### config.mk
export PLATFORM = sky130hd
export DESIGN_NAME = bram_burst_reader
export DESIGN_NICKNAME = d
export VERILOG_FILES = /design/src/rtl/bram_burst_reader.sv
export SDC_FILE = /design/constraint.sdc
export NUM_CORES = 1
export LEC_CHECK = 0
export ABC_AREA = 0
export CELL_PAD_IN_SITES_DETAIL_PLACEMENT = 1
export CELL_PAD_IN_SITES_GLOBAL_PLACEMENT = 1
export CORE_ASPECT_RATIO = 0.5
export CORE_MARGIN = 4
export CORE_UTILIZATION = 40
export CTS_CLUSTER_DIAMETER = 50
export DETAILED_ROUTE_END_ITERATION = 7
export GPL_TIMING_DRIVEN = 0
export PLACE_DENSITY_LB_ADDON = 0.1
export SYNTH_ARGS = -nofsm -noshare
export SYNTH_HDL_FRONTEND = slang
export SYNTH_SLANG_ARGS = --single-unit
### constraint.sdc
create_clock -name clk -period 10.7 [get_ports clk]
set_input_delay 1.605 -clock clk [delete_from_list [all_inputs] [get_ports clk]]
set_output_delay 1.605 -clock clk [all_outputs]
set_load 0.05 [all_outputs]
### src/rtl/bram_burst_reader.sv
// Burst reader: streams len consecutive BRAM words from base_addr through a 2-entry skid buffer.
// Define BRAM_RDR_WRAP_EN to let the read address wrap past the top of the BRAM.
module bram_burst_reader #(
  parameter int DATA_W = 32,
  parameter int ADDR_W = 14
) (
  input  logic              clk,
  input  logic              rst,
  input  logic              start,
  input  logic [ADDR_W-1:0] base_addr,
  input  logic [ADDR_W:0]   len,
  output logic              busy,
  output logic              done,
  output logic              err,
  output logic              bram_en,
  output logic [ADDR_W-1:0] bram_addr,
  input  logic [DATA_W-1:0] bram_dout,
  output logic [DATA_W-1:0] m_data,
  output logic              m_valid,
  input  logic              m_ready,
  output logic              m_last
);

  typedef enum logic [1:0] {IDLE, RUN, DRAIN} state_t;

  localparam logic [ADDR_W+1:0] Depth = {2'b01, {ADDR_W{1'b0}}};

  state_t              state_q, state_d;
  logic                bramEn_q, bramEn_d;
  logic [ADDR_W-1:0]   bramAddr_q, bramAddr_d;
  logic                rdPend_q;
  logic [ADDR_W:0]     readsLeft_q, readsLeft_d;
  logic [ADDR_W:0]     wordsLeft_q, wordsLeft_d;
  logic [DATA_W-1:0]   skid_q [2];
  logic [DATA_W-1:0]   skid_d [2];
  logic [1:0]          cnt_q, cnt_d;
  logic                wrPtr_q, wrPtr_d;
  logic                rdPtr_q, rdPtr_d;

  logic lenOk;
  logic mValid, pop, popBuf, push, lastWord, room;
  logic doneD, errD;

`ifdef BRAM_RDR_WRAP_EN
  assign lenOk = (len != '0) && ({1'b0, len} <= Depth);
`else
  logic [ADDR_W+1:0] endAddr;
  assign endAddr = {2'b00, base_addr} + {1'b0, len};
  assign lenOk   = (len != '0) && (endAddr <= Depth);
`endif

  always_ff @(posedge clk) begin
    if (rst) begin
      state_q     <= IDLE;
      bramEn_q    <= 1'b0;
      bramAddr_q  <= '0;
      rdPend_q    <= 1'b0;
      readsLeft_q <= '0;
      wordsLeft_q <= '0;
      skid_q      <= '{default: '0};
      cnt_q       <= '0;
      wrPtr_q     <= 1'b0;
      rdPtr_q     <= 1'b0;
    end else begin
      state_q     <= state_d;
      bramEn_q    <= bramEn_d;
      bramAddr_q  <= bramAddr_d;
      rdPend_q    <= bramEn_q;
      readsLeft_q <= readsLeft_d;
      wordsLeft_q <= wordsLeft_d;
      skid_q      <= skid_d;
      cnt_q       <= cnt_d;
      wrPtr_q     <= wrPtr_d;
      rdPtr_q     <= rdPtr_d;
    end
  end

  // A returning word bypasses the buffer only when the buffer is empty and the sink takes it now.
  always_comb begin
    state_d     = state_q;
    bramEn_d    = 1'b0;
    bramAddr_d  = bramAddr_q;
    readsLeft_d = readsLeft_q;
    wordsLeft_d = wordsLeft_q;
    skid_d      = skid_q;
    doneD       = 1'b0;
    errD        = 1'b0;

    mValid   = (cnt_q != 2'd0) || rdPend_q;
    pop      = mValid && m_ready;
    lastWord = (wordsLeft_q == (ADDR_W+1)'(1));
    popBuf   = pop && (cnt_q != 2'd0);
    push     = rdPend_q && !(pop && (cnt_q == 2'd0));

    if (push) skid_d[wrPtr_q] = bram_dout;
    wrPtr_d = wrPtr_q ^ push;
    rdPtr_d = rdPtr_q ^ popBuf;
    cnt_d   = cnt_q + {1'b0, push} - {1'b0, popBuf};
    if (pop) wordsLeft_d = wordsLeft_q - (ADDR_W+1)'(1);

    room = (({1'b0, bramEn_q} + cnt_d) < 2'd2);

    case (state_q)
      IDLE: begin
        if (start && !rst) begin
          if (lenOk) begin
            state_d     = RUN;
            bramEn_d    = 1'b1;
            bramAddr_d  = base_addr;
            readsLeft_d = len - (ADDR_W+1)'(1);
            wordsLeft_d = len;
          end else begin
            errD = 1'b1;
          end
        end
      end
      RUN: begin
        if ((readsLeft_q != '0) && room) begin
          bramEn_d    = 1'b1;
          bramAddr_d  = bramAddr_q + ADDR_W'(1);
          readsLeft_d = readsLeft_q - (ADDR_W+1)'(1);
        end
        if (bramEn_q && (readsLeft_q == '0)) state_d = DRAIN;
      end
      DRAIN: begin
        if (pop && lastWord) begin
          state_d = IDLE;
          doneD   = 1'b1;
        end
      end
      default: state_d = IDLE;
    endcase
  end

  assign busy      = (state_q != IDLE);
  assign done      = doneD && !rst;
  assign err       = errD;
  assign bram_en   = bramEn_q;
  assign bram_addr = bramAddr_q;
  assign m_valid   = mValid;
  assign m_last    = mValid && lastWord;
  assign m_data    = (cnt_q != 2'd0) ? skid_q[rdPtr_q] : (rdPend_q ? bram_dout : '0);

endmodule

# Yosys cells after proc, flatten, opt, wreduce, memory -nomap -nowiden
# Cells that the tools add are included.
# op_classes
mux,34
n_reduce_logical,25
bitwise,4
n_lt_le_gt_ge,5
eq_ne,8
n_addsub,8
# op_table
operator,count
2-to-1 mux 32 bit,6
2-to-1 mux 15 bit,7
bitwise mux 64 bit,1
subtractor 15 x 1 -> 15 bit (second input constant),3
2-to-1 mux 14 bit,3
demux 32 bit (select 1 bit),1
one-hot mux 15 bit (2 select lines),1
nonzero test 15 bit,2
one-hot mux 14 bit (2 select lines),1
adder 14 x 15 -> 16 bit,1
<= comparator 16 x 15 -> 1 bit (second input constant),1
== test 15 x 1 -> 1 bit (second input constant),1
logical NOT 15 bit,1
adder 14 x 1 -> 14 bit (second input constant),1
logical AND 1 bit,12
!= test 2 bit (second input constant),5
2-to-1 mux 1 bit,8
2-to-1 mux 2 bit,4
AND reduction 4 bit,2
one-hot mux 2 bit (3 select lines),1
nonzero test 2 bit,3
>= comparator 2 bit (second input constant),2
logical NOT 2 bit,2
inverter 1 -> 2 bit,2
11 further kinds,13
# word_totals
wordCells,95
regBits,116
output_inout_bits,52

# Depth between registers and ports, before layout
# Gate-level depths: netlist of the first run.
# depth
ltp_word,13
depth_mapped,15
mapped_depth_nobuf,14

# Worst setup path after synthesis of the first run
# OpenSTA, ideal clock, no wires.
# synth_timing
path_kind,flip-flop to output port
startpoint,reg rdPend_q
endpoint,out done
arrival_ns,4.226
required_ns,9.095
stages_incl_launch_ff,8
n_path_buf,2
setup_slack_ns,4.869
cell_sequence,dfxtp_1 clkbuf_1 or3_1 clkbuf_1 nand3b_1 nor3_1 nand2_1 nor4b_1
# synth_between
elab_chain_cells,6
# synth_rtl
element,line_no,text
start: declaration,31,logic rdPend_q;
start signal: assignment,68,rdPend_q <= bramEn_q;
logical OR 1 bit,89,mValid = (cnt_q != 2'd0) || rdPend_q;
via m_valid,19,"output logic m_valid,"
logical AND 1 bit,90,pop = mValid && m_ready;
logical AND 1 bit,126,if (pop && lastWord) begin
2-to-1 mux 1 bit,126,
2-to-1 mux 1 bit,103,case (state_q)
logical AND 1 bit,136,assign done = doneD && !rst;
end: declaration,13,"output logic done,"
# The timed path passes the listed nets, and every way through them passes these cells.

# Worst setup path after layout of the first run
# layout_timing
startpoint,in base_addr[0]
endpoint,out err
# layout_between
elab_chain_cells,6
# layout_rtl
element,line_no,text
start: declaration,10,"input logic [ADDR_W-1:0] base_addr,"
adder 14 x 15 -> 16 bit,48,"assign endAddr = {2'b00, base_addr} + {1'b0, len};"
<= comparator 16 x 15 -> 1 bit,49,assign lenOk = (len != '0) && (endAddr <= Depth);
logical AND 1 bit,49,
2-to-1 mux 1 bit,106,if (lenOk) begin
2-to-1 mux 1 bit,105,if (start && !rst) begin
2-to-1 mux 1 bit,103,
end: declaration,14,"output logic err,"
# Every way passes these cells.

==> results of run 1 <==
## per-stage QoR
stage / setup WS, ps / total power, mW / instance area, um^2 / hold slack (ps) / util, %
global route: 3530 / 1.62 / 9380 / 519 / 53.0
finish: 3670 / 1.55 / 9380 / 492 / 53.0
CTS: 3680 / 1.55 / 9380 / 492 / 53.0
detailed placement: 3700 / 0.960 / 8790 / 482 / 49.7
global placement: 3760 / 0.949 / 8790 / 472 / 49.7
floorplan: 4870 / 0.806 / 7350 / 456 / -
## registers in the layout, summed over array words and instances, names as in the netlist
register     flops
rdPtr_q          1
rdPend_q         1
state_q          2
readsLeft_q     15
wordsLeft_q     15
cnt_q            2
bram_addr       14
skid_q          64
bram_en          1
wrPtr_q          1
## cell usage in the layout, fill, tap and decap left out, types with 25 or more instances in the layout
master,count
clkbuf_1,44
clkdlybuf4s50_1,114
dfxtp_1,116
mux2i_1,102
nand2_1,46
nand3_1,43
nor2_1,121
nor3_1,25
o21ai_0,71
## logic make-up after synthesis
family          count (synthesis)  share of synthesized area (%)
simple gates                  320                           20.9
mux                           102                           13.9
buf+inv                        84                           4.95
fa+ha+maj                      23                           4.02
compound gates                233                           22.1
flops                         116                           31.6
xor+xnor                       22                           2.62
## metal layers
layer	global-route usage [%]	vias to the layer above
met3	4.43	53
met4	8.14	0
met5	0	-
li1	-	3609
met1	35.0	3813
met2	43.4	225
## worst paths after layout
| path | endpoint | slack, ps | from | cells after the start |
|---|---|---|---|---|
| worst max-delay path | err | 3670 | base_addr[0] | 11 |
| worst max register to register | readsLeft_q[9] | 5960 | rdPend_q | 14 |
| worst min register to register | skid_q[29] | 490 | skid_q[29] | 2 |
| worst min-delay path | skid_q[29] | 490 | skid_q[29] | 2 |
## power groups by stage
| stage | Clock (mW) | Combinational (mW) | Sequential (mW) |
|---|---|---|---|
| 2_1_floorplan | 0 | 0.284 | 0.522 |
| 3_3_place_gp | 0 | 0.439 | 0.510 |
| 3_5_place_dp | 0 | 0.448 | 0.512 |
| 4_1_cts | 0.596 | 0.453 | 0.504 |
| 5_1_grt | 0.622 | 0.493 | 0.510 |
| 6_report | 0.592 | 0.456 | 0.505 |
## area by class of cell
| class | instances | area (um^2) | area share, % |
|---|---|---|---|
| multi-input combinational | 700 | 4670 | 49.7 |
| buffer | 68 | 304 | 3.24 |
| inverter | 16 | 60.1 | 0.640 |
| clock buffer | 18 | 429 | 4.57 |
| clock inverter | 14 | 165 | 1.76 |
| timing repair buffer | 114 | 1140 | 12.2 |
| sequential | 116 | 2320 | 24.8 |
| tap | 234 | 293 | 3.12 |
## worst max-delay path, delay by kind of cell
kind / cells / cell delay, ps
buf+inv: 3 / 1510
compound gates: 5 / 1350
simple gates: 1 / 200
fa+ha+maj: 2 / 760
==> metrics.txt, run 1 <==
Met3 Wirelength approximately 1200 um; final std cells w/o fill roughly 1300; sequential area share after synthesis a little under a third; Synth area leaders dfxtp_1, mux2i_1, nor2_1; PortBufs between 100 and 150; Synth Warn # 0; Peak VDD IR approximately 0.11 mV; RSZ-0062 raised after global routing no; average vias per placed instance approximately 6.0; TNS Setup 0 ps; relative slew slack around 4.1%; DR iter-0 viols ~530; # hold bufs at CTS 0; Critical-path top delay cell clkdlybuf4s50_1; CP Launch Type input pin; Die Ht roughly 100 um; effective utilization at floorplan 41.6%; die area 20700 um^2; clock share of power between 30% and 40%; post-CTS sizing 0; flops & latches, synth roughly 120; Reg power frac ~33%; post-route antenna net violation count 0; num rows 34; Die W 200 um; clock tree root buffer cell clkbuf_16; critical path, cell by cell clkdlybuf4s50_1 -> ha_1 -> fa_1 -> a21o_1 -> a311oi_2 -> o21ai_1 -> a21o_1 -> a41o_1 -> inv_1 -> and3_1 -> clkdlybuf4s50_1; WL met1 ~13000 um; Syn-to-layout area delta 27.6%; layout cells sized above 1 under 10%; P_int around 990 uW; worst skew pair latency 420 ps; setup violators final 0; Tcrit/Tclk final between 60% and 70%; synthesized area per cell 8.17 um^2; Cells after Synth 900; DR vias 7700; Post-CTS Setup Bufs 0; cell area power density about 170 nW/um^2; Post-Syn Area approximately 7400 um^2; Worst Skew 13.9 ps; DR top layer met4; DRT Pass-1 Iters 5; outcome finished, final reports clean; Layout Nets between 1000 and 1500; CP Data Arrival Time between 5000 and 6000 ps; ys flop type dfxtp_1; final wirelength ~28000 um; grt total ovfl 0; GPL Wtd Cong a little over 0.9; synthesized net count approximately 990; Hold WC Path Type reg -> reg; Commonest cells post-synth nor2_1, dfxtp_1, mux2i_1; Max Slew Vio Count 0; placed insts roughly 1200; first-pass GRT wire length 43600 um; post-detail-place hpwl 19900 um; max frequency ~0.14 GHz; P_leak approximately 3.2 nW; vias in the first global route about 8000; critical path peak fanout 5; Clk pin slew, worst setup/hold paths ~60 ps; count leader, synth nor2_1; clock sink total 116; Switching Fraction approximately 36%; io pins 117; total of fill cells in the finished design approximately 2100; Routed WL per cell between 20 and 25 um; CTS tree done; Cell variety after synth 70; EDFF count, synth 0; top cell type's share of synthesized area a little under a third; combinational power share 29.3%; met2 wire len 12900 um; Antenna Cells 0; final hold vios 0; fin crit period roughly 7000 ps; critical path type in -> out; total core area roughly 18000 um^2; initial antenna violation count 0; total CTS buffers 17; # H-tree levels 4; overall global routing resource usage between 20% and 30%; CTS Buffer Depth 2; Worst Tran Pin Value approximately 1400 ps; slowest stage delay, CP ~800 ps; Critical Path End Type output pin; Max-cap violations 0; Residual DRC 0; asr flop ratio synth 0%; CP required between 9000 and 10000 ps; post-synth top area cell dfxtp_1; Psw ~560 uW; largest net degree at the start of global routing 17
(Power assumes the default switching activity.)
==> run 2, diff against run 1 <==
clock period = 7.35 ns   (was 10.7 ns; I/O delays follow)
==> results of run 2 <==
The final DEF is identical to that of run 1. Status: finished, final reports clean.
Main changes from that run: setup slack after placement 3700 ps -> 1350 ps; setup slack after layout 3670 ps -> 1320 ps; register-to-register setup slack 5960 ps -> 2610 ps; total power 1.55 mW -> 2.26 mW; worst IR drop on VDD 0.110 mV -> 0.161 mV
==> run 3, diff against run 2 <==
CORE_UTILIZATION = 37   (was 40)
clock period = 5 ns   (was 7.35 ns; I/O delays follow)
==> run 3 against run 2 <==
Global-route usage down 2.0 points. Die area is 7.6% higher. Register-to-register slack worse by 2100 ps. Combinational power rose by 46%. Worst setup slack worse by 1300 ps. Non-clock buffer count is the same. Critical endpoint unchanged. Highest routed layer unchanged. Design area is 0.83% higher.
==> metrics.txt, run 3 (synthesis gave the netlist of run 1 again) <==
outcome finished, final reports clean (unchanged); max frequency ~0.20 GHz; critical path peak fanout 5 (unchanged); DRT Pass-1 Iters 5 (unchanged); io pins 117 (unchanged); final hold vios 0 (unchanged); CTS Buffer Depth 2 (unchanged); Hold WC Path Type reg -> reg (unchanged); total of fill cells in the finished design 2334 (was 2148); Post-CTS Setup Bufs 0 (unchanged); initial antenna violation count 0 (unchanged); PortBufs 114 (unchanged); total core area 19500 um^2 (was 17700 um^2); Critical-path top delay cell clkdlybuf4s50_1 (unchanged); average vias per placed instance 5.81 (was 6.02); Worst Skew 8.55 ps (was 13.9 ps); Max Slew Vio Count 0 (unchanged); area of the multi-input gates 4680 um^2 (was 4670 um^2); critical path, cell by cell clkdlybuf4s50_1 -> ha_1 -> fa_1 -> a21o_1 -> a311oi_4 -> o21ai_0 -> a221oi_2 -> and4_4 -> nand2_1 -> and3_1 -> clkdlybuf4s15_2 (was clkdlybuf4s50_1 -> ha_1 -> fa_1 -> a21o_1 -> a311oi_2 -> o21ai_1 -> a21o_1 -> a41o_1 -> inv_1 -> and3_1 -> clkdlybuf4s50_1); dpl ws -303 ps (was 1350 ps); Routed WL per cell 20.8 um (was 21.7 um); Antenna Cells 0 (unchanged); setup violators final 0 (unchanged); vias in the first global route 7857 (was 7993); clock tree root buffer cell clkbuf_16 (unchanged); critical path type in -> out (unchanged); final wirelength 27300 um (was 27800 um); total CTS buffers 17 (unchanged); worst skew pair latency 420 ps (about the same); GPL Wtd Cong 0.889 (was 0.906); DR iter-0 viols 404 (was 532); clock sink total 116 (unchanged); Critical Path End Type output pin (unchanged); CTS tree done (unchanged); num rows 36 (was 34); cell area power density 350 nW/um^2 (was 241 nW/um^2); largest net degree at the start of global routing 17 (unchanged); max FFs per register 64 (unchanged); CP Launch Type input pin (unchanged); relative slew slack 19.1% (was 4.14%); delay-heaviest family, CP compound AO/OA/AOI/OAI gates (was buffers and inverters); post-route antenna net violation count 0 (unchanged); Die W 207 um (was 200 um); # H-tree levels 4 (unchanged); grt total ovfl 0 (unchanged); WHS 493 ps (was 492 ps); Syn-to-layout area delta 28.6% (was 27.6%); most frequent cells in the layout nor2_1, dfxtp_1, clkdlybuf4s50_1 (unchanged); DR vias 7620 (was 7700); fin crit period a little under 5000 ps; Peak VDD IR 0.192 mV (was 0.161 mV); CP required 4250 ps (was 6250 ps); Residual DRC 0 (unchanged); CP Data Arrival Time 4200 ps (was 4920 ps); layout cells sized above 1 5.93% (was 5.64%); die area 22300 um^2 (was 20700 um^2); effective utilization at floorplan 37.7% (was 41.6%); Worst Tran Pin Value 1210 ps (was 1430 ps); RSZ-0062 raised after global routing yes (was no); post-detail-place hpwl 20200 um (was 19900 um); WP buf/inv 2 (was 3); Largest regs skid_q: 64 flops, readsLeft_q: 15 flops, wordsLeft_q: 15 flops (unchanged); Top reg by flops skid_q (unchanged); P_leak 3.21 nW (was 3.19 nW); first-pass GRT wire length 43600 um (unchanged); overall global routing resource usage 24.2% (was 26.2%); Die Ht 108 um (was 104 um); Tcrit/Tclk final between 90% and 100%; Clk pin slew, worst setup/hold paths 60 ps (about the same); slowest stage delay, CP 540 ps (was 800 ps); commonest non-fill, non-tap cell in the layout nor2_1 (unchanged); Layout Nets 1121 (unchanged); setup slack after layout 54.9 ps (was 1320 ps); Max-cap violations 0 (unchanged); Total Power 3.31 mW (was 2.26 mW); Sequential cell area 2320 um^2 (unchanged)
## run 3: final cells by class
cell class,instances,share of cell area [%]
plain buffers,68,3.23
clock buffers,18,4.54
clock inverters,14,1.89
inverters,16,0.635
multi-input cells,700,49.5
flip-flops and latches,116,24.6
well taps,266,3.52
repair buffers,114,12.1
## run 3: worst reg2reg max path, stage by stage (launching register included)
cell and delay, ps:
dfxtp_1 300, buf_2 210, nand2b_1 130, buf_2 180, clkbuf_1 420, clkbuf_2 380
clkbuf_1 450, mux2i_1 250, ha_1 220, inv_1 100, or3_1 480, nor3_1 260
o21ai_0 220, a2111oi_0 530, o21ai_0 180, o211ai_1 120
## run 3: worst paths after layout
kind | startpoint | end | slack (ps) | cells after the start
worst max-delay path | base_addr[0] | err | 50 | 11
worst min register to register | skid_q[58] | skid_q[58] | 490 | 2
worst max register to register | state_q[1] | readsLeft_q[14] | 500 | 15
worst min-delay path | skid_q[58] | skid_q[58] | 490 | 2
## run 3: where the power goes
group	total [mW]	internal, mW	switching, mW
sequential	1.08	1.00	0.0779
clock	1.26	0.789	0.474
combinational	0.971	0.370	0.602
total	3.31	2.16	1.15
## run 3: metal layers
metal  routed length [um]  up-vias  global-route usage [%]
li1                     -     3618                       -
met1                12600     3778                    31.9
met2                12900      193                    41.6
met3                 1380       31                    4.37
met4                  385        0                    5.94
met5                    0        -                       0
## run 3: repair_timing
| item | in CTS | in global routing |
|---|---|---|
| setup endpoints to repair | 1 | 2 |
| hold endpoints to repair | 0 | 0 |
| hold buffers | 0 | 0 |
| resized for setup | 3 | 6 |
| cloned | 0 | 0 |
## run 3: stage by stage
stage / instance area [um^2] / utilization (%) / cells / TNS, ps
after floorplan: 7350 / - / 900 / 0
after global placement: 8830 / 45.3 / 1280 / -314
after detailed placement: 8830 / 45.3 / 1280 / -303
after CTS: 9440 / 48.4 / 1312 / 0
after global routing: 9460 / 48.5 / 1312 / -24.3
final: 9460 / 48.5 / 1312 / 0
